$ cat src/rtl/rx_frame_unpacker_pkg.sv
// rx_frame_unpacker_pkg
// Definitions shared by the read-side unpacker and the write-side parity
// generator of the slow-to-fast transfer path.
//   DW_DEF            default data width (parity bit excluded)
//   PAR_EVEN/PAR_ODD  parity-mode selectors
//   frame_state_e     frame sequencer states
//   parity_bit()      parity bit to append to a data word for a given mode
package rx_frame_unpacker_pkg;

    localparam int DW_DEF   = 8;
    localparam bit PAR_EVEN = 1'b0;
    localparam bit PAR_ODD  = 1'b1;

    typedef enum logic {
        ST_IDLE   = 1'b0,
        ST_ACTIVE = 1'b1
    } frame_state_e;

    // The appended bit makes the 9-bit word's total count of ones match the mode.
    function automatic logic parity_bit(input logic [DW_DEF-1:0] data, input bit odd);
        return (^data) ^ odd;
    endfunction

endpackage

$ cat src/rtl/rx_frame_unpacker_if.sv
// rx_frame_unpacker_if
// Bundles the FIFO read port, the output byte stream and the parity-error
// status of the unpacker.
//   master: the unpacker side (pops the FIFO, drives the stream and status)
//   slave : the environment side (FIFO read port, stream sink, status reader)
interface rx_frame_unpacker_if #(
    parameter int DW    = 8,
    parameter int CNT_W = 8
);
    logic [DW:0]      fifo_dout;
    logic             fifo_empty;
    logic             fifo_rd_en;
    logic [DW-1:0]    m_data;
    logic             m_valid;
    logic             m_ready;
    logic             m_last;
    logic             m_err;
    logic [DW-1:0]    m_csum;
    logic             m_frame_bad;
    logic             pe;
    logic             pe_clr;
    logic [CNT_W-1:0] err_count;

    modport master (
        input  fifo_dout, fifo_empty, m_ready, pe_clr,
        output fifo_rd_en, m_data, m_valid, m_last, m_err, m_csum,
               m_frame_bad, pe, err_count
    );

    modport slave (
        output fifo_dout, fifo_empty, m_ready, pe_clr,
        input  fifo_rd_en, m_data, m_valid, m_last, m_err, m_csum,
               m_frame_bad, pe, err_count
    );
endinterface

$ cat src/rtl/rx_frame_unpacker_skid_buf2.sv
// rx_frame_unpacker_skid_buf2
// Two-entry in-order buffer. Entry 0 is always the head.
//   clk_i, rst_i   clock, async active-high reset
//   wr_en_i        write wr_data_i this cycle
//   rd_en_i        drop the head this cycle (ignored when empty)
//   head_o         current head entry (zero after reset)
//   occ_o          number of entries held (0..2)
module rx_frame_unpacker_skid_buf2 #(
    parameter int W = 9
) (
    input  logic         clk_i,
    input  logic         rst_i,
    input  logic         wr_en_i,
    input  logic [W-1:0] wr_data_i,
    input  logic         rd_en_i,
    output logic [W-1:0] head_o,
    output logic [1:0]   occ_o
);
    logic [W-1:0] e0_q, e0_d, e1_q, e1_d;
    logic [1:0]   occ_q, occ_d;
    logic         rd, wr;

    assign rd = rd_en_i && (occ_q != 2'd0);
    // A write into a full buffer is only accepted when the head leaves on the same cycle.
    assign wr = wr_en_i && ((occ_q != 2'd2) || rd);

    always_comb begin
        e0_d  = e0_q;
        e1_d  = e1_q;
        occ_d = occ_q;
        case ({wr, rd})
            2'b01: begin
                e0_d  = e1_q;
                occ_d = occ_q - 2'd1;
            end
            2'b10: begin
                if (occ_q == 2'd0) e0_d = wr_data_i;
                else               e1_d = wr_data_i;
                occ_d = occ_q + 2'd1;
            end
            2'b11: begin
                if (occ_q == 2'd1) begin
                    e0_d = wr_data_i;
                end else begin
                    e0_d = e1_q;
                    e1_d = wr_data_i;
                end
            end
            default: ;
        endcase
    end

    always_ff @(posedge clk_i or posedge rst_i) begin
        if (rst_i) begin
            e0_q  <= '0;
            e1_q  <= '0;
            occ_q <= 2'd0;
        end else begin
            e0_q  <= e0_d;
            e1_q  <= e1_d;
            occ_q <= occ_d;
        end
    end

    assign head_o = e0_q;
    assign occ_o  = occ_q;
endmodule

$ cat src/rtl/rx_frame_unpacker.sv
// rx_frame_unpacker
// Pops parity-protected words from the transfer FIFO, checks parity, and
// forwards the bytes as fixed-length frames with a running checksum.
//   rclk   read-domain clock
//   rst    async active-high reset
//   bus    FIFO read port, output stream (data/valid/ready/last/err/csum/
//          frame_bad) and parity status (pe, pe_clr, err_count)
//
// Frame sequencer:
//   state     | meaning
//   ST_IDLE   | no beat of the current frame transferred yet; counter/sum/bad are zero
//   ST_ACTIVE | frame in progress; counter holds the number of beats already transferred
module rx_frame_unpacker
    import rx_frame_unpacker_pkg::*;
#(
    parameter int DW         = DW_DEF,
    parameter int FRAME_LEN  = 16,
    parameter bit PARITY_ODD = PAR_EVEN,
    parameter int CNT_W      = 8
) (
    input  logic                rclk,
    input  logic                rst,
    rx_frame_unpacker_if.master bus
);
    localparam int             CW       = (FRAME_LEN <= 2) ? 1 : $clog2(FRAME_LEN);
    localparam logic [CW-1:0]  LAST_IDX = CW'(FRAME_LEN - 1);
    localparam logic [CNT_W-1:0] CNT_MAX = {CNT_W{1'b1}};

    logic [1:0]       occ;
    logic [DW:0]      head;
    logic             in_flight_q;
    logic             cap_err;
    logic             xfer;

    frame_state_e     state_q, state_d;
    logic [CW-1:0]    cnt_q, cnt_d;
    logic [DW-1:0]    sum_q, sum_d;
    logic             bad_q, bad_d;

    logic             pe_q, pe_d;
    logic [CNT_W-1:0] errc_q, errc_d;

    // Entries held plus the word already popped must leave room for one more.
    // Gated by rst so no pop is requested while the block is held in reset.
    assign bus.fifo_rd_en = !rst && !bus.fifo_empty &&
                            ((occ + {1'b0, in_flight_q}) <= 2'd1);

    always_ff @(posedge rclk or posedge rst) begin
        if (rst) in_flight_q <= 1'b0;
        else     in_flight_q <= bus.fifo_rd_en;
    end

    assign cap_err = (^bus.fifo_dout) != PARITY_ODD;

    rx_frame_unpacker_skid_buf2 #(.W(DW + 1)) u_buf (
        .clk_i     (rclk),
        .rst_i     (rst),
        .wr_en_i   (in_flight_q),
        .wr_data_i ({bus.fifo_dout[DW-1:0], cap_err}),
        .rd_en_i   (xfer),
        .head_o    (head),
        .occ_o     (occ)
    );

    assign bus.m_valid     = (occ != 2'd0);
    assign xfer            = bus.m_valid && bus.m_ready;
    assign bus.m_data      = head[DW:1];
    assign bus.m_err       = head[0];
    assign bus.m_last      = (cnt_q == LAST_IDX);
    assign bus.m_csum      = sum_q + bus.m_data;
    assign bus.m_frame_bad = bad_q | bus.m_err;

    always_comb begin
        state_d = state_q;
        cnt_d   = cnt_q;
        sum_d   = sum_q;
        bad_d   = bad_q;
        if (xfer) begin
            case (state_q)
                ST_IDLE: begin
                    state_d = ST_ACTIVE;
                    cnt_d   = CW'(1);
                    sum_d   = bus.m_data;
                    bad_d   = bus.m_err;
                end
                ST_ACTIVE: begin
                    if (cnt_q == LAST_IDX) begin
                        state_d = ST_IDLE;
                        cnt_d   = '0;
                        sum_d   = '0;
                        bad_d   = 1'b0;
                    end else begin
                        cnt_d   = cnt_q + 1'b1;
                        sum_d   = sum_q + bus.m_data;
                        bad_d   = bad_q | bus.m_err;
                    end
                end
                default: state_d = ST_IDLE;
            endcase
        end
    end

    always_ff @(posedge rclk or posedge rst) begin
        if (rst) begin
            state_q <= ST_IDLE;
            cnt_q   <= '0;
            sum_q   <= '0;
            bad_q   <= 1'b0;
        end else begin
            state_q <= state_d;
            cnt_q   <= cnt_d;
            sum_q   <= sum_d;
            bad_q   <= bad_d;
        end
    end

    // Errors are counted when the word enters the buffer, so a stalled
    // stream still reports them. A capture error overrides a same-cycle clear.
    always_comb begin
        pe_d   = pe_q;
        errc_d = errc_q;
        if (bus.pe_clr) begin
            pe_d   = 1'b0;
            errc_d = '0;
        end
        if (in_flight_q && cap_err) begin
            pe_d = 1'b1;
            if (bus.pe_clr)            errc_d = CNT_W'(1);
            else if (errc_q != CNT_MAX) errc_d = errc_q + 1'b1;
        end
    end

    always_ff @(posedge rclk or posedge rst) begin
        if (rst) begin
            pe_q   <= 1'b0;
            errc_q <= '0;
        end else begin
            pe_q   <= pe_d;
            errc_q <= errc_d;
        end
    end

    assign bus.pe        = pe_q;
    assign bus.err_count = errc_q;
endmodule

$ cat src/flat_wrapper.sv
// flat-port wrapper written by rule: the top's interface ports become plain ports
module rx_frame_unpacker_flat import rx_frame_unpacker_pkg::*;
#(
    parameter int DW         = DW_DEF,
    parameter int FRAME_LEN  = 16,
    parameter bit PARITY_ODD = PAR_EVEN,
    parameter int CNT_W      = 8
)
  (rclk, rst, bus_fifo_dout, bus_fifo_empty, bus_m_ready, bus_pe_clr, bus_fifo_rd_en, bus_m_data, bus_m_valid, bus_m_last, bus_m_err, bus_m_csum, bus_m_frame_bad, bus_pe, bus_err_count);
  rx_frame_unpacker_if #(.DW(DW), .CNT_W(CNT_W)) bus_i ();
  input  logic rclk;
  input  logic rst;
  input wire logic [$bits(bus_i.fifo_dout)-1:0] bus_fifo_dout;
  input wire logic [$bits(bus_i.fifo_empty)-1:0] bus_fifo_empty;
  input wire logic [$bits(bus_i.m_ready)-1:0] bus_m_ready;
  input wire logic [$bits(bus_i.pe_clr)-1:0] bus_pe_clr;
  output wire logic [$bits(bus_i.fifo_rd_en)-1:0] bus_fifo_rd_en;
  output wire logic [$bits(bus_i.m_data)-1:0] bus_m_data;
  output wire logic [$bits(bus_i.m_valid)-1:0] bus_m_valid;
  output wire logic [$bits(bus_i.m_last)-1:0] bus_m_last;
  output wire logic [$bits(bus_i.m_err)-1:0] bus_m_err;
  output wire logic [$bits(bus_i.m_csum)-1:0] bus_m_csum;
  output wire logic [$bits(bus_i.m_frame_bad)-1:0] bus_m_frame_bad;
  output wire logic [$bits(bus_i.pe)-1:0] bus_pe;
  output wire logic [$bits(bus_i.err_count)-1:0] bus_err_count;
  assign bus_i.fifo_dout = bus_fifo_dout;
  assign bus_i.fifo_empty = bus_fifo_empty;
  assign bus_i.m_ready = bus_m_ready;
  assign bus_i.pe_clr = bus_pe_clr;
  assign bus_fifo_rd_en = bus_i.fifo_rd_en;
  assign bus_m_data = bus_i.m_data;
  assign bus_m_valid = bus_i.m_valid;
  assign bus_m_last = bus_i.m_last;
  assign bus_m_err = bus_i.m_err;
  assign bus_m_csum = bus_i.m_csum;
  assign bus_m_frame_bad = bus_i.m_frame_bad;
  assign bus_pe = bus_i.pe;
  assign bus_err_count = bus_i.err_count;
  rx_frame_unpacker #(.DW(DW), .FRAME_LEN(FRAME_LEN), .PARITY_ODD(PARITY_ODD), .CNT_W(CNT_W)) u_core (.rclk(rclk), .rst(rst), .bus(bus_i));
endmodule
$ cat config.mk
export PLATFORM = sky130hd
export DESIGN_NAME = rx_frame_unpacker_flat
export DESIGN_NICKNAME = d
export VERILOG_FILES = /design/src/rtl/rx_frame_unpacker_pkg.sv /design/src/rtl/rx_frame_unpacker_if.sv /design/src/rtl/rx_frame_unpacker_skid_buf2.sv /design/src/rtl/rx_frame_unpacker.sv /design/src/flat_wrapper.sv
export SDC_FILE = /design/constraint.sdc
export NUM_CORES = 1
export LEC_CHECK = 0
export ABC_AREA = 1
export BUFFER_PORTS_ARGS = -buffer_cell sky130_fd_sc_hd__buf_2
export CAP_MARGIN = 10
export CORE_ASPECT_RATIO = 2
export CORE_MARGIN = 2
export CORE_UTILIZATION = 55
export CTS_BUF_LIST = sky130_fd_sc_hd__clkbuf_8
export DETAILED_ROUTE_END_ITERATION = 7
export HOLD_SLACK_MARGIN = 0.02
export PLACE_DENSITY_LB_ADDON = 0.15
export SLEW_MARGIN = 20
export SYNTH_ARGS = -nofsm -noshare
export SYNTH_HDL_FRONTEND = slang
export SYNTH_HIERARCHICAL = 1
export SYNTH_SLANG_ARGS = --single-unit
$ cat constraint.sdc
create_clock -name rclk -period 6.8 [get_ports rclk]
set_input_delay 1.36 -clock rclk [delete_from_list [all_inputs] [get_ports rclk]]
set_output_delay 1.36 -clock rclk [all_outputs]
set_load 0.005 [all_outputs]
==> impl_metrics.xml <==
<?xml version="1.0" encoding="UTF-8"?>
<metrics>
  <group name="worst_setup_path">
    <metric name="reg2reg_setup_slack" unit="ns">3.90</metric>
    <metric name="rr_endpoint" unit="">u_core/u_buf/e1_q[1]</metric>
    <metric name="setup.worst_path.start" unit="">rst</metric>
    <metric name="critical_path_peak_fanout" unit="">25</metric>
    <metric name="cp-start-kind" unit="">input pin</metric>
    <metric name="setup.worst_path.end_class" unit="">output port</metric>
    <metric name="criticalPathCategory" unit="">input pin to output port</metric>
    <metric name="r2r-start" unit="">u_core/u_buf/occ_o[0]</metric>
    <metric name="required" unit="ns">5.44</metric>
    <metric name="worst_ep_arrival_time" unit="ns">2.77</metric>
    <metric name="ff2ff_path_depth" unit="">11</metric>
    <metric name="endpoint" unit="">bus_fifo_rd_en</metric>
  </group>
  <group name="timing">
    <metric name="tightestPinTransition" unit="ns">0.959</metric>
    <metric name="max_freq" unit="MHz">242</metric>
    <metric name="finalSetupViolCount" unit="">0</metric>
    <metric name="fin_worst_hold_slack" unit="ns">0.512</metric>
    <metric name="timing.setup.tns" unit="ns">0</metric>
    <metric name="slew_viol_final" unit="">0</metric>
    <metric name="finalHoldViolCount" unit="">0</metric>
    <metric name="rsz0062_at_grt" unit="">false</metric>
    <metric name="fin_crit" unit="ns">4.13</metric>
    <metric name="timing.final.crit_share" unit="%">60.8</metric>
    <metric name="relSlewSlack" unit="%">36.0</metric>
    <metric name="setup_skew" unit="ns">0.00702</metric>
  </group>
  <group name="die">
    <metric name="ioPinCount" unit="">44</metric>
    <metric name="num_rows" unit="">39</metric>
    <metric name="die-width" unit="um">57.8</metric>
    <metric name="start_util" unit="%">56.3</metric>
    <metric name="design.core.area" unit="um2">5660</metric>
    <metric name="floorplan.die_area" unit="um2">6460</metric>
    <metric name="die_height" unit="um">112</metric>
  </group>
  <group name="clocking">
    <metric name="clock_slew_at_reported_path_ffs" unit="ns">0.08</metric>
    <metric name="ctsHtreeMaxLevel" unit="">2</metric>
    <metric name="cts_tree" unit="">yes</metric>
    <metric name="resize_count_post_cts" unit="">0</metric>
    <metric name="cts_inserted_buffers" unit="">5</metric>
    <metric name="clock_latency" unit="ns">0.30</metric>
    <metric name="postCtsSetupRepairBufs" unit="">0</metric>
    <metric name="cts_hold_buffers" unit="">0</metric>
    <metric name="max-clock-path-buffers" unit="">2</metric>
    <metric name="ctsRootBufferMaster" unit="">sky130_fd_sc_hd__clkbuf_8</metric>
    <metric name="cts_sinks" unit="">44</metric>
  </group>
  <group name="grt">
    <metric name="grt_pass1_vias" unit="">2784</metric>
    <metric name="grt_start_max_net_pins" unit="">26</metric>
    <metric name="grt_antenna_before_repair" unit="">0</metric>
    <metric name="global_route.usage.total" unit="%">23.4</metric>
    <metric name="grt.overflow.total" unit="">0</metric>
    <metric name="grt_pass1_wl" unit="um">12000</metric>
  </group>
  <group name="place">
    <metric name="placement.cell_area" unit="um2">3400</metric>
    <metric name="place.detailed.instances" unit="">551</metric>
    <metric name="dp.final_hpwl" unit="um">5430</metric>
    <metric name="numPortBuffers" unit="">43</metric>
    <metric name="gp_congestion" unit="">0.887</metric>
  </group>
  <group name="finish">
    <metric name="design.final.nets" unit="">526</metric>
    <metric name="instances_no_fill" unit="">559</metric>
    <metric name="post-route-cell-area" unit="um2">3490</metric>
    <metric name="layout-drive-gt1-share" unit="%">15.7</metric>
    <metric name="area_delta_synth_final" unit="%">9.57</metric>
    <metric name="final_core_occ" unit="%">61.7</metric>
    <metric name="antenna-diode-count" unit="">0</metric>
    <metric name="fillers" unit="">541</metric>
  </group>
  <group name="logic_synthesis">
    <metric name="yosysSeqAreaShare" unit="%">34.5</metric>
    <metric name="ys_async_sr_fraction" unit="%">100</metric>
    <metric name="yosysWarnings" unit="">6</metric>
    <metric name="synthCells" unit="">458</metric>
    <metric name="ys_seq_elements" unit="">44</metric>
    <metric name="syn-mean-instance-area" unit="um2">6.96</metric>
    <metric name="syn-cell-area" unit="um2">3190</metric>
    <metric name="synth_edf_count" unit="">0</metric>
    <metric name="syn_nets" unit="">487</metric>
    <metric name="synth_cell_types" unit="">42</metric>
    <metric name="postSynth.topFlopCell" unit="">sky130_fd_sc_hd__dfrtp_1</metric>
  </group>
  <group name="detailed_routing">
    <metric name="final_wirelength" unit="um">7100</metric>
    <metric name="via_per_inst" unit="">5.32</metric>
    <metric name="route.vias.total" unit="">2974</metric>
    <metric name="routedWlPerCell" unit="um">12.7</metric>
    <metric name="first_iter_violations" unit="">138</metric>
    <metric name="drt_pass1_iterations" unit="">4</metric>
    <metric name="post-route-drc-count" unit="">0</metric>
    <metric name="drtAntennaViolNets" unit="">0</metric>
  </group>
  <group name="outcome">
    <metric name="outcome" unit="">complete, no violations</metric>
  </group>
  <group name="worst_hold_path">
    <metric name="hold_path_class" unit="">register to register</metric>
    <metric name="hold_path_startpoint" unit="">u_core/bus.pe</metric>
  </group>
  <group name="pwr">
    <metric name="vdd_ir_drop_max" unit="mV">0.335</metric>
    <metric name="static-leakage-power" unit="nW">1.94</metric>
    <metric name="p_per_area" unit="nW/um2">448</metric>
  </group>
  <group name="run">
    <metric name="cap_violations" unit="">0</metric>
  </group>
</metrics>
==> sequential cells by signal, summed over array words and instances, names as in the netlist <==
register,count
u_core/u_buf/occ_o,2
u_core/in_flight_q,1
u_core/bus.err_count,8
u_core/sum_q,8
u_core/state_q,1
u_core/bus.pe,1
u_core/bad_q,1
u_core/cnt_q,4
u_core/u_buf/e1_q,9
u_core/u_buf/head_o,9
==> how the worst min path moves through the flow <==
stage	end	slack (ns)	depth (start not counted)
after global placement	u_core/bus.pe	0.48	2
after detailed placement	u_core/u_buf/e1_q[3]	0.50	2
after global routing	u_core/u_buf/e1_q[8]	0.54	2
final	u_core/bus.pe	0.51	2
after CTS	u_core/u_buf/e1_q[5]	0.52	2
after floorplan	u_core/sum_q[2]	0.46	2
==> cells in the mapped netlist (2+ instances only) <==
cell | count | area [um2]
sky130_fd_sc_hd__inv_2 | 5 | 18.8
sky130_fd_sc_hd__buf_2 | 5 | 25.0
sky130_fd_sc_hd__o21ai_2 | 9 | 78.8
sky130_fd_sc_hd__nand2_4 | 2 | 22.5
sky130_fd_sc_hd__nand2_1 | 153 | 574
sky130_fd_sc_hd__clkbuf_1 | 2 | 7.51
sky130_fd_sc_hd__buf_6 | 2 | 22.5
sky130_fd_sc_hd__nor2_1 | 47 | 176
sky130_fd_sc_hd__ha_1 | 14 | 175
sky130_fd_sc_hd__a31oi_1 | 3 | 18.8
sky130_fd_sc_hd__nand4_1 | 11 | 68.8
sky130_fd_sc_hd__inv_1 | 60 | 225
sky130_fd_sc_hd__and2_1 | 2 | 12.5
sky130_fd_sc_hd__a21oi_1 | 15 | 75.1
sky130_fd_sc_hd__o22ai_1 | 3 | 18.8
sky130_fd_sc_hd__nand3_1 | 26 | 130
sky130_fd_sc_hd__dfrtp_1 | 44 | 1100
sky130_fd_sc_hd__xnor2_1 | 6 | 52.6
sky130_fd_sc_hd__nor3_1 | 2 | 10.0
sky130_fd_sc_hd__nand3_4 | 3 | 52.6
sky130_fd_sc_hd__nand2_2 | 5 | 31.3
sky130_fd_sc_hd__clkinv_1 | 2 | 7.51
sky130_fd_sc_hd__xor2_1 | 6 | 52.6
sky130_fd_sc_hd__o21ai_0 | 13 | 65.1
==> layout make-up <==
class	instances	area [um2]	share of cell area, %
multi-input combinational	336	1760	50.4
sequential	44	1100	31.5
inverter	67	251	7.20
timing repair buffer	43	215	6.16
clock buffer	6	82.6	2.36
tap	61	76.3	2.18
clock inverter	2	7.51	0.215
==> report_power, final <==
part / internal, W / switching, W
sequential: 0.000369 / 0.000101
combinational: 0.000381 / 0.000546
clock: 0.0000799 / 0.0000880
total: 0.000830 / 0.000735
==> per-stage QoR <==
stage	power, W	worst slack (ns)
floorplan	0.00114	3.10
global placement	0.00138	2.64
detailed placement	0.00140	2.60
CTS	0.00158	2.60
global route	0.00172	2.45
finish	0.00156	2.67
==> worst max-delay path, stage by stage <==
cell and delay [ns]:
sky130_fd_sc_hd__buf_2 0.10, sky130_fd_sc_hd__inv_1 0.69, sky130_fd_sc_hd__o21ai_0 0.20, sky130_fd_sc_hd__a211oi_1 0.26
sky130_fd_sc_hd__buf_2 0.16
==> routing by layer <==
layer | up-vias | GRT usage [%] | part of all wire, %
met5 | - | 0 | 0
met4 | 0 | 10.2 | 2.7
met3 | 19 | 3.14 | 3.9
met2 | 83 | 43.7 | 55
met1 | 1349 | 24.8 | 38
li1 | 1523 | - | -
==> cells by family after synthesis <==
group	after synthesis	share of synthesized area, %
AOI/OAI and AO/OA	53	10.7
adders and majority gates	15	6.12
xor gates and xnor gates	12	3.30
buffers and inverters	78	10.3
and+or+nand+nor	256	35.1
DFF	44	34.5
==> layout by cell type, fill, tap and decap left out, drive strengths merged, types with 2 or more instances in the layout <==
master | netlist | routed
clkbuf | 3 | 6
a31oi | 3 | 3
and2 | 2 | 2
nand4 | 11 | 11
dfrtp | 44 | 44
o21ai | 24 | 24
nand3 | 30 | 30
a21oi | 15 | 15
nor2 | 49 | 49
xor2 | 6 | 6
buf | 8 | 43
xnor2 | 6 | 6
clkinv | 2 | 2
o22ai | 3 | 3
nand2 | 160 | 160
inv | 65 | 67
nor3 | 2 | 2
ha | 14 | 14
Note: power is estimated with default switching activity, not from simulation.
